`src/rtl/bpu_update_queue_pkg.sv`:
```
// Shared definitions for the branch-predictor update queue: the branch type
// encoding, the FIFO record layout and the fix-up PC helper.
package bpu_update_queue_pkg;

    typedef enum logic [2:0] {
        BR_NOP    = 3'd0,
        BR_COND   = 3'd1,
        BR_DIRECT = 3'd2,
        BR_CALL   = 3'd3,
        BR_RET    = 3'd4,
        BR_INDIR  = 3'd5
    } br_type_t;

    // One retired branch waiting to be trained into the predictor.
    typedef struct packed {
        logic [31:0] pc;
        br_type_t    br_type;
        logic        taken;
        logic [31:0] target;
        logic        tgt_wrong;
    } bpu_upd_rec_t;

    localparam int REC_W = $bits(bpu_upd_rec_t);

    // Correct next fetch PC for a resolved branch; pc+4 wraps at 32 bits.
    function automatic logic [31:0] calc_fix_pc(input logic [31:0] pc,
                                                input logic        taken,
                                                input logic [31:0] target);
        return taken ? target : (pc + 32'd4);
    endfunction

endpackage

```
`src/rtl/bpu_update_queue_if.sv`:
```
// Commit / redirect / training signal bundle for bpu_update_queue.
// master = commit stage, front end and predictor; slave = the update queue.
// Handshake: a commit slot is taken on a rising edge where cm_valid_x and
// cm_ready are both high. cm_ready depends only on registered occupancy, and
// cm_valid_1 is only meaningful together with cm_valid_0. Redirect and
// training outputs are pure valid strobes with no ready: the receiver must
// take them in the cycle they are shown.
interface bpu_update_queue_if;

    logic        cm_valid_0;
    logic        cm_valid_1;
    logic        cm_ready;
    logic [31:0] cm_pc_0;
    logic [31:0] cm_pc_1;
    logic [2:0]  cm_type_0;
    logic [2:0]  cm_type_1;
    logic        cm_taken_0;
    logic        cm_taken_1;
    logic [31:0] cm_target_0;
    logic [31:0] cm_target_1;
    logic        cm_pred_taken_0;
    logic        cm_pred_taken_1;
    logic [31:0] cm_pred_target_0;
    logic [31:0] cm_pred_target_1;

    logic        redirect_valid;
    logic [31:0] redirect_pc;

    logic        update_orien_en;
    logic [31:0] retire_pc;
    logic        right_orien;
    logic        branch_mistaken;
    logic [31:0] wrong_pc;
    logic [31:0] right_target;
    logic [2:0]  ins_type_w;

    modport master (
        output cm_valid_0, cm_valid_1, cm_pc_0, cm_pc_1, cm_type_0, cm_type_1,
               cm_taken_0, cm_taken_1, cm_target_0, cm_target_1,
               cm_pred_taken_0, cm_pred_taken_1, cm_pred_target_0, cm_pred_target_1,
        input  cm_ready, redirect_valid, redirect_pc,
               update_orien_en, retire_pc, right_orien, branch_mistaken,
               wrong_pc, right_target, ins_type_w
    );

    modport slave (
        input  cm_valid_0, cm_valid_1, cm_pc_0, cm_pc_1, cm_type_0, cm_type_1,
               cm_taken_0, cm_taken_1, cm_target_0, cm_target_1,
               cm_pred_taken_0, cm_pred_taken_1, cm_pred_target_0, cm_pred_target_1,
        output cm_ready, redirect_valid, redirect_pc,
               update_orien_en, retire_pc, right_orien, branch_mistaken,
               wrong_pc, right_target, ins_type_w
    );

endinterface

```
`src/rtl/bpu_upd_fifo.sv`:
```
// 2-write / 1-read circular buffer of branch records with occupancy count.
// Writes: i_push_n records (0..2) land at wptr, wptr+1 in order (rec_a first).
// The caller guarantees room for every push; storage is never cleared.
module bpu_upd_fifo
    import bpu_update_queue_pkg::*;
#(
    parameter  int DEPTH = 8,
    localparam int PTR_W = $clog2(DEPTH),
    localparam int CNT_W = PTR_W + 1
) (
    input  logic             clk,
    input  logic             resetn,
    input  logic [1:0]       i_push_n,
    input  bpu_upd_rec_t     i_rec_a,
    input  bpu_upd_rec_t     i_rec_b,
    input  logic             i_pop,
    output bpu_upd_rec_t     o_head,
    output logic [CNT_W-1:0] o_count,
    output logic             o_empty
);

    bpu_upd_rec_t     r_mem [DEPTH];
    logic [PTR_W-1:0] r_wptr;
    logic [PTR_W-1:0] r_rptr;
    logic [CNT_W-1:0] r_count;

    logic             w_pop;
    logic [PTR_W-1:0] w_wptr_p1;

    assign o_empty   = (r_count == '0);
    assign w_pop     = i_pop && !o_empty;
    assign w_wptr_p1 = r_wptr + PTR_W'(1);
    assign o_head    = r_mem[r_rptr];
    assign o_count   = r_count;

    // Record storage: write up to two entries in commit order, no reset.
    always_ff @(posedge clk) begin
        if (i_push_n != 2'd0) begin
            r_mem[r_wptr] <= i_rec_a;
        end
        if (i_push_n == 2'd2) begin
            r_mem[w_wptr_p1] <= i_rec_b;
        end
    end

    // Pointers wrap naturally at DEPTH (power of two); count tracks net change.
    always_ff @(posedge clk or negedge resetn) begin
        if (!resetn) begin
            r_wptr  <= '0;
            r_rptr  <= '0;
            r_count <= '0;
        end else begin
            r_wptr  <= r_wptr + PTR_W'(i_push_n);
            r_rptr  <= r_rptr + PTR_W'(w_pop);
            r_count <= r_count + CNT_W'(i_push_n) - CNT_W'(w_pop);
        end
    end

endmodule

```
`src/rtl/bpu_update_queue.sv`:
```
// Commit-side branch predictor trainer. Checks up to two retired branches per
// cycle against their predictions, raises a registered redirect on the first
// mispredict, queues non-NOP records and trains one record per cycle.
// Optional feature: define BPU_PERF_CNT_EN to add perf_br_cnt / perf_mis_cnt.
module bpu_update_queue
    import bpu_update_queue_pkg::*;
#(
    parameter int DEPTH = 8
) (
    input  logic               clk,
    input  logic               resetn,
    bpu_update_queue_if.slave  bus
`ifdef BPU_PERF_CNT_EN
    ,
    output logic [31:0]        perf_br_cnt,
    output logic [31:0]        perf_mis_cnt
`endif
);

    localparam int CNT_W = $clog2(DEPTH) + 1;

    logic [CNT_W-1:0] w_count;
    logic             w_empty;
    logic             w_ready;
    logic             w_acc_0;
    logic             w_acc_1;
    br_type_t         w_type_0;
    br_type_t         w_type_1;
    logic             w_tgt_wrong_0;
    logic             w_tgt_wrong_1;
    logic             w_mis_0;
    logic             w_mis_1;
    logic [31:0]      w_fix_0;
    logic [31:0]      w_fix_1;
    logic             w_enq_0;
    logic             w_enq_1;
    logic             w_redirect;
    logic [31:0]      w_redirect_pc;
    logic [1:0]       w_push_n;
    bpu_upd_rec_t     w_rec_0;
    bpu_upd_rec_t     w_rec_1;
    bpu_upd_rec_t     w_rec_a;
    bpu_upd_rec_t     w_rec_b;
    bpu_upd_rec_t     w_head;

    logic             r_redirect_valid;
    logic [31:0]      r_redirect_pc;

    // Accept both slots only when two entries are free, so no partial accept.
    assign w_ready      = ((DEPTH - int'(w_count)) >= 2);
    assign bus.cm_ready = w_ready;
    assign w_acc_0      = bus.cm_valid_0 && w_ready;
    assign w_acc_1      = bus.cm_valid_1 && bus.cm_valid_0 && w_ready;

    assign w_type_0 = br_type_t'(bus.cm_type_0);
    assign w_type_1 = br_type_t'(bus.cm_type_1);

    assign w_tgt_wrong_0 = bus.cm_taken_0 && (bus.cm_pred_target_0 != bus.cm_target_0);
    assign w_tgt_wrong_1 = bus.cm_taken_1 && (bus.cm_pred_target_1 != bus.cm_target_1);
    assign w_mis_0 = (bus.cm_pred_taken_0 != bus.cm_taken_0) || w_tgt_wrong_0;
    assign w_mis_1 = (bus.cm_pred_taken_1 != bus.cm_taken_1) || w_tgt_wrong_1;
    assign w_fix_0 = calc_fix_pc(bus.cm_pc_0, bus.cm_taken_0, bus.cm_target_0);
    assign w_fix_1 = calc_fix_pc(bus.cm_pc_1, bus.cm_taken_1, bus.cm_target_1);

    // A slot-0 mispredict kills slot 1: it is younger and on the wrong path.
    assign w_redirect    = (w_acc_0 && w_mis_0) || (w_acc_1 && !w_mis_0 && w_mis_1);
    assign w_redirect_pc = (w_acc_0 && w_mis_0) ? w_fix_0 : w_fix_1;

    assign w_enq_0 = w_acc_0 && (w_type_0 != BR_NOP);
    assign w_enq_1 = w_acc_1 && !w_mis_0 && (w_type_1 != BR_NOP);

    assign w_rec_0 = '{pc: bus.cm_pc_0, br_type: w_type_0, taken: bus.cm_taken_0,
                       target: bus.cm_target_0, tgt_wrong: w_tgt_wrong_0};
    assign w_rec_1 = '{pc: bus.cm_pc_1, br_type: w_type_1, taken: bus.cm_taken_1,
                       target: bus.cm_target_1, tgt_wrong: w_tgt_wrong_1};

    // Compact the enqueued slots so the oldest record always goes first.
    assign w_push_n = {1'b0, w_enq_0} + {1'b0, w_enq_1};
    assign w_rec_a  = w_enq_0 ? w_rec_0 : w_rec_1;
    assign w_rec_b  = w_rec_1;

    bpu_upd_fifo #(
        .DEPTH    (DEPTH)
    ) u_fifo (
        .clk      (clk),
        .resetn   (resetn),
        .i_push_n (w_push_n),
        .i_rec_a  (w_rec_a),
        .i_rec_b  (w_rec_b),
        .i_pop    (!w_empty),
        .o_head   (w_head),
        .o_count  (w_count),
        .o_empty  (w_empty)
    );

    // Registered one-cycle redirect pulse toward the front end.
    always_ff @(posedge clk or negedge resetn) begin
        if (!resetn) begin
            r_redirect_valid <= 1'b0;
            r_redirect_pc    <= '0;
        end else begin
            r_redirect_valid <= w_redirect;
            r_redirect_pc    <= w_redirect ? w_redirect_pc : 32'd0;
        end
    end

    assign bus.redirect_valid = r_redirect_valid;
    assign bus.redirect_pc    = r_redirect_pc;

    // Training port shows the FIFO head for one cycle; all zero when empty.
    always_comb begin
        bus.update_orien_en = 1'b0;
        bus.retire_pc       = '0;
        bus.right_orien     = 1'b0;
        bus.branch_mistaken = 1'b0;
        bus.wrong_pc        = '0;
        bus.right_target    = '0;
        bus.ins_type_w      = '0;
        if (!w_empty) begin
            bus.update_orien_en = (w_head.br_type == BR_COND);
            bus.retire_pc       = w_head.pc;
            bus.right_orien     = w_head.taken;
            bus.branch_mistaken = w_head.tgt_wrong && (w_head.br_type != BR_INDIR);
            bus.wrong_pc        = w_head.pc;
            bus.right_target    = w_head.target;
            bus.ins_type_w      = w_head.br_type;
        end
    end

`ifdef BPU_PERF_CNT_EN
    // Performance counters: records enqueued and redirects raised, wrapping.
    always_ff @(posedge clk or negedge resetn) begin
        if (!resetn) begin
            perf_br_cnt  <= '0;
            perf_mis_cnt <= '0;
        end else begin
            perf_br_cnt  <= perf_br_cnt + 32'(w_push_n);
            perf_mis_cnt <= perf_mis_cnt + 32'(w_redirect);
        end
    end
`endif

endmodule

```
`src/flat_wrapper.sv`:
```
// flat-port wrapper written by rule: the top's interface ports become plain ports
module bpu_update_queue_flat import bpu_update_queue_pkg::*;
#(
    parameter int DEPTH = 8
)
  (clk, resetn, bus_cm_valid_0, bus_cm_valid_1, bus_cm_pc_0, bus_cm_pc_1, bus_cm_type_0, bus_cm_type_1, bus_cm_taken_0, bus_cm_taken_1, bus_cm_target_0, bus_cm_target_1, bus_cm_pred_taken_0, bus_cm_pred_taken_1, bus_cm_pred_target_0, bus_cm_pred_target_1, bus_cm_ready, bus_redirect_valid, bus_redirect_pc, bus_update_orien_en, bus_retire_pc, bus_right_orien, bus_branch_mistaken, bus_wrong_pc, bus_right_target, bus_ins_type_w);
  bpu_update_queue_if bus_i ();
  input  logic clk;
  input  logic resetn;
  input wire logic [$bits(bus_i.cm_valid_0)-1:0] bus_cm_valid_0;
  input wire logic [$bits(bus_i.cm_valid_1)-1:0] bus_cm_valid_1;
  input wire logic [$bits(bus_i.cm_pc_0)-1:0] bus_cm_pc_0;
  input wire logic [$bits(bus_i.cm_pc_1)-1:0] bus_cm_pc_1;
  input wire logic [$bits(bus_i.cm_type_0)-1:0] bus_cm_type_0;
  input wire logic [$bits(bus_i.cm_type_1)-1:0] bus_cm_type_1;
  input wire logic [$bits(bus_i.cm_taken_0)-1:0] bus_cm_taken_0;
  input wire logic [$bits(bus_i.cm_taken_1)-1:0] bus_cm_taken_1;
  input wire logic [$bits(bus_i.cm_target_0)-1:0] bus_cm_target_0;
  input wire logic [$bits(bus_i.cm_target_1)-1:0] bus_cm_target_1;
  input wire logic [$bits(bus_i.cm_pred_taken_0)-1:0] bus_cm_pred_taken_0;
  input wire logic [$bits(bus_i.cm_pred_taken_1)-1:0] bus_cm_pred_taken_1;
  input wire logic [$bits(bus_i.cm_pred_target_0)-1:0] bus_cm_pred_target_0;
  input wire logic [$bits(bus_i.cm_pred_target_1)-1:0] bus_cm_pred_target_1;
  output wire logic [$bits(bus_i.cm_ready)-1:0] bus_cm_ready;
  output wire logic [$bits(bus_i.redirect_valid)-1:0] bus_redirect_valid;
  output wire logic [$bits(bus_i.redirect_pc)-1:0] bus_redirect_pc;
  output wire logic [$bits(bus_i.update_orien_en)-1:0] bus_update_orien_en;
  output wire logic [$bits(bus_i.retire_pc)-1:0] bus_retire_pc;
  output wire logic [$bits(bus_i.right_orien)-1:0] bus_right_orien;
  output wire logic [$bits(bus_i.branch_mistaken)-1:0] bus_branch_mistaken;
  output wire logic [$bits(bus_i.wrong_pc)-1:0] bus_wrong_pc;
  output wire logic [$bits(bus_i.right_target)-1:0] bus_right_target;
  output wire logic [$bits(bus_i.ins_type_w)-1:0] bus_ins_type_w;
  assign bus_i.cm_valid_0 = bus_cm_valid_0;
  assign bus_i.cm_valid_1 = bus_cm_valid_1;
  assign bus_i.cm_pc_0 = bus_cm_pc_0;
  assign bus_i.cm_pc_1 = bus_cm_pc_1;
  assign bus_i.cm_type_0 = bus_cm_type_0;
  assign bus_i.cm_type_1 = bus_cm_type_1;
  assign bus_i.cm_taken_0 = bus_cm_taken_0;
  assign bus_i.cm_taken_1 = bus_cm_taken_1;
  assign bus_i.cm_target_0 = bus_cm_target_0;
  assign bus_i.cm_target_1 = bus_cm_target_1;
  assign bus_i.cm_pred_taken_0 = bus_cm_pred_taken_0;
  assign bus_i.cm_pred_taken_1 = bus_cm_pred_taken_1;
  assign bus_i.cm_pred_target_0 = bus_cm_pred_target_0;
  assign bus_i.cm_pred_target_1 = bus_cm_pred_target_1;
  assign bus_cm_ready = bus_i.cm_ready;
  assign bus_redirect_valid = bus_i.redirect_valid;
  assign bus_redirect_pc = bus_i.redirect_pc;
  assign bus_update_orien_en = bus_i.update_orien_en;
  assign bus_retire_pc = bus_i.retire_pc;
  assign bus_right_orien = bus_i.right_orien;
  assign bus_branch_mistaken = bus_i.branch_mistaken;
  assign bus_wrong_pc = bus_i.wrong_pc;
  assign bus_right_target = bus_i.right_target;
  assign bus_ins_type_w = bus_i.ins_type_w;
  bpu_update_queue #(.DEPTH(DEPTH)) u_core (.clk(clk), .resetn(resetn), .bus(bus_i));
endmodule
```
`config.mk`:
```
export PLATFORM = sky130hd
export DESIGN_NAME = bpu_update_queue_flat
export DESIGN_NICKNAME = d
export VERILOG_FILES = /design/src/rtl/bpu_update_queue_pkg.sv /design/src/rtl/bpu_update_queue_if.sv /design/src/rtl/bpu_upd_fifo.sv /design/src/rtl/bpu_update_queue.sv /design/src/flat_wrapper.sv
export SDC_FILE = /design/constraint.sdc
export NUM_CORES = 1
export LEC_CHECK = 0
export CELL_PAD_IN_SITES_DETAIL_PLACEMENT = 2
export CELL_PAD_IN_SITES_GLOBAL_PLACEMENT = 2
export CORE_MARGIN = 1.5
export CORE_UTILIZATION = 42
export CTS_CLUSTER_DIAMETER = 150
export CTS_CLUSTER_SIZE = 30
export DETAILED_ROUTE_END_ITERATION = 6
export PLACE_DENSITY_LB_ADDON = 0.1
export SYNTH_ARGS = -nofsm -noshare
export SYNTH_HDL_FRONTEND = slang
export SYNTH_HIERARCHICAL = 1
export SYNTH_SLANG_ARGS = --single-unit
```
`constraint.sdc`:
```
create_clock -name clk -period 10.25 [get_ports clk]
set_input_delay 1.025 -clock clk [delete_from_list [all_inputs] [get_ports clk]]
set_output_delay 1.025 -clock clk [all_outputs]
set_load 0.02 [all_outputs]
```
==> reports/qor.yml <==
timing:
  setup_tns_ns: 0
  rsz0062_at_grt: "no"
  fmax_mhz: 151
  finalCriticalPeriod_ns: 6.64
  timing.final.hold_violations: 0
  slew_headroom_pct: 25.1
  tightest_slew_ns: 1.12
  finalSetupViolations: 0
  period_share_pct: 64.8
  slew_violations: 0
  worst_clock_skew_ns: 0.0229
synth:
  ys_seq_elements: 595
  synth_top_flop_cell: "edfxtp_1"
  synth_area_leaders: "edfxtp_1 49%, mux2_2 23%, mux4_2 9.3%"
  synth_area_mm2: 0.0336
  yosys-top-cells-count: "685 x mux2_2, 552 x edfxtp_1, 138 x mux4_2, 74 x nor2b_1, 70 x buf_2"
  synth.most_common_cell: "mux2_2"
  syn_inst: 2193
  synth_edf_count: 552
  async_reset_ff_share_pct: 7.23
  syn-num-nets: 2416
  ys_seq_area_share_pct: 52.6
  syn_avg_cell_area_um2: 15.3
  synth.top_cell.area_share_pct: 49.4
  ys_warn_count: 6
  synth_top_area_cell: "edfxtp_1"
  synth_cell_types: 65
drt:
  dr_wl_met2_um: 59900
  routed_wl_um: 127000
  dr.pass1.iters: 5
  wl_met3_um: 9720
  highest_layer: "met5"
  vias: 21968
  initialDrtViolationCount: 2122
  drc: 0
  vias_per_cell: 6.24
  wire_per_inst_um: 36.1
  ant_nets: 0
  wl_met1_um: 53200
cts:
  cts_tree: "done"
  ctsResizeCount: 0
  cts.clk_slew.worst_paths_ns: 0.13
  numCtsBuffers: 23
  cts_setup_buffers: 0
  hold_buffers: 0
  clock_path_buffers: 3
  clk_latency_ns: 0.61
  clockRootBuffer: "clkbuf_16"
  htree_levels: 1
  cts_sinks: 595
setup_path:
  rr_worst_depth: 15
  worstReg2RegStart: "u_core/u_fifo/o_count[0]"
  worst-setup-path-type: "input pin to flop"
  r2r-end: "u_core/u_fifo/r_mem[3][7]"
  worstSetupStartpoint: "bus_cm_target_0[4]"
  cp_max_fo: 45
  worst-r2r-setup-slack_ns: 3.88
  cp_data_arrival_time_ns: 6.89
  worstPathRequired_ns: 10.50
  critPathCaptureType: "flop"
  start_kind: "input pin"
layout:
  final_net_count: 2676
  fillers: 7327
  multiInputGateArea_mm2: 0.0150
  area_growth_pct: 15.2
  layout-drive-gt1-share_pct: 38.9
  fin_area_mm2: 0.0387
  seq_area_mm2: 0.0177
power:
  peakVddDrop_mv: 0.183
  power_density_mw_per_mm2: 245
  p_leak_nw: 12.9
global_route:
  grt_antenna_before_repair: 9
  grt_pass1_wl_um: 179000
  grt_pass1_vias: 23693
  grtUsageTotal_pct: 30.8
  grt_max_degree: 71
  grt.overflow.total: 0
outcome:
  outcome: "completed"
placed_design:
  gp_congestion: 0.932
  postPlaceCellArea_mm2: 0.0380
  port_buffers: 341
  hpwl_um: 86100
min_path:
  hold_class: "input pin to async pin"
floorplan:
  io-pin-count: 342
  die_area_mm2: 0.0817
  core_region_area_mm2: 0.0790
  std_cell_rows: 103
  die_y_um: 286
  die_w_um: 286
  start_util_pct: 42.5
run:
  drv_cap: 0
-- power by group --
group	total (mW)	switching [mW]	internal, mW
combinational	4.90	2.56	2.34
sequential	3.38	0.219	3.16
clock	1.21	0.774	0.433
-- critical path, stage by stage --
cell and delay, ns:
clkdlybuf4s50_1 0.58, xor2_1 0.23, nor4_1 0.66, nand4_1 0.30, nor3_1 0.28, buf_4 0.25, o21ai_0 0.19, nor2_1 0.17
ha_1 0.34, nor3b_1 0.57, nand3_4 0.75, buf_4 0.58, o21ai_4 0.15, buf_4 0.60
-- worst max-delay path by stage --
stage                                       endpoint  slack [ns]  depth (start not counted)
after floorplan            u_core/u_fifo/r_mem[1][0]        1.74                         10
after global placement    u_core/u_fifo/r_mem[3][27]        3.21                         14
after detailed placement  u_core/u_fifo/r_mem[3][22]        3.17                         14
after CTS                 u_core/u_fifo/r_mem[3][24]        3.82                         14
after global routing      u_core/u_fifo/r_mem[3][18]        3.52                         14
final                      u_core/u_fifo/r_mem[3][7]        3.61                         14
-- layer usage --
layer | global-route usage (%) | up-vias
met1 | 41.4 | 11886
met3 | 6.59 | 167
met2 | 49.8 | 851
met5 | 0 | -
li1 | - | 9060
met4 | 9.81 | 4
-- cell families after synthesis --
group | share of synthesized area, %
mux | 33.5
buf+inv | 3.20
flops | 52.6
compound gates | 1.92
xor+xnor | 3.07
fa+ha+maj | 0.678
simple gates | 5.09
-- stage by stage --
stage / total power, mW / util [%] / hold slack (ns) / setup slack, ns / std cells
finish: 9.48 / 49.0 / 0.547 / 3.61 / 3520
global route: 9.85 / 49.0 / 0.592 / 3.52 / 3519
CTS: 9.54 / 49.0 / 0.559 / 3.82 / 3517
detailed placement: 8.33 / 48.1 / 0.693 / 3.17 / 3477
global placement: 8.15 / 48.1 / 0.616 / 3.21 / 3477
floorplan: 6.50 / - / 0.477 / 1.74 / 2193
-- cell type report --
| class | instances | share of cell area [%] |
|---|---|---|
| diodes | 2 | 0.0129 |
| clock buffers | 39 | 1.64 |
| clock inverters | 1 | 0.0194 |
| inverters | 27 | 0.262 |
| multi-input cells | 1398 | 38.9 |
| flip-flops and latches | 595 | 45.7 |
| well taps | 1050 | 3.40 |
| repair buffers | 408 | 10.1 |
-- state kept, by name, indices dropped and copies added, names as in the netlist --
name / count
u_core/u_fifo/r_mem: 552
u_core/bus.redirect_pc: 32
u_core/u_fifo/o_count: 4
u_core/u_fifo/r_rptr: 3
u_core/u_fifo/r_wptr: 3
u_core/bus.redirect_valid: 1
-- placed cells by master (no fill, tap or decap), types with 23 or more instances in the layout --
cell type	instances
mux2i_1	41
mux2_2	685
inv_1	27
nor2b_1	74
clkdlybuf4s50_1	338
xor2_1	58
edfxtp_1	552
dfrtp_1	40
nor2_1	28
xnor2_1	56
mux4_2	138
clkbuf_16	23
nand2_1	54
nand4_1	23
buf_4	65
nand3_1	33
No activity file was read; power rests on OpenSTA's default activity.
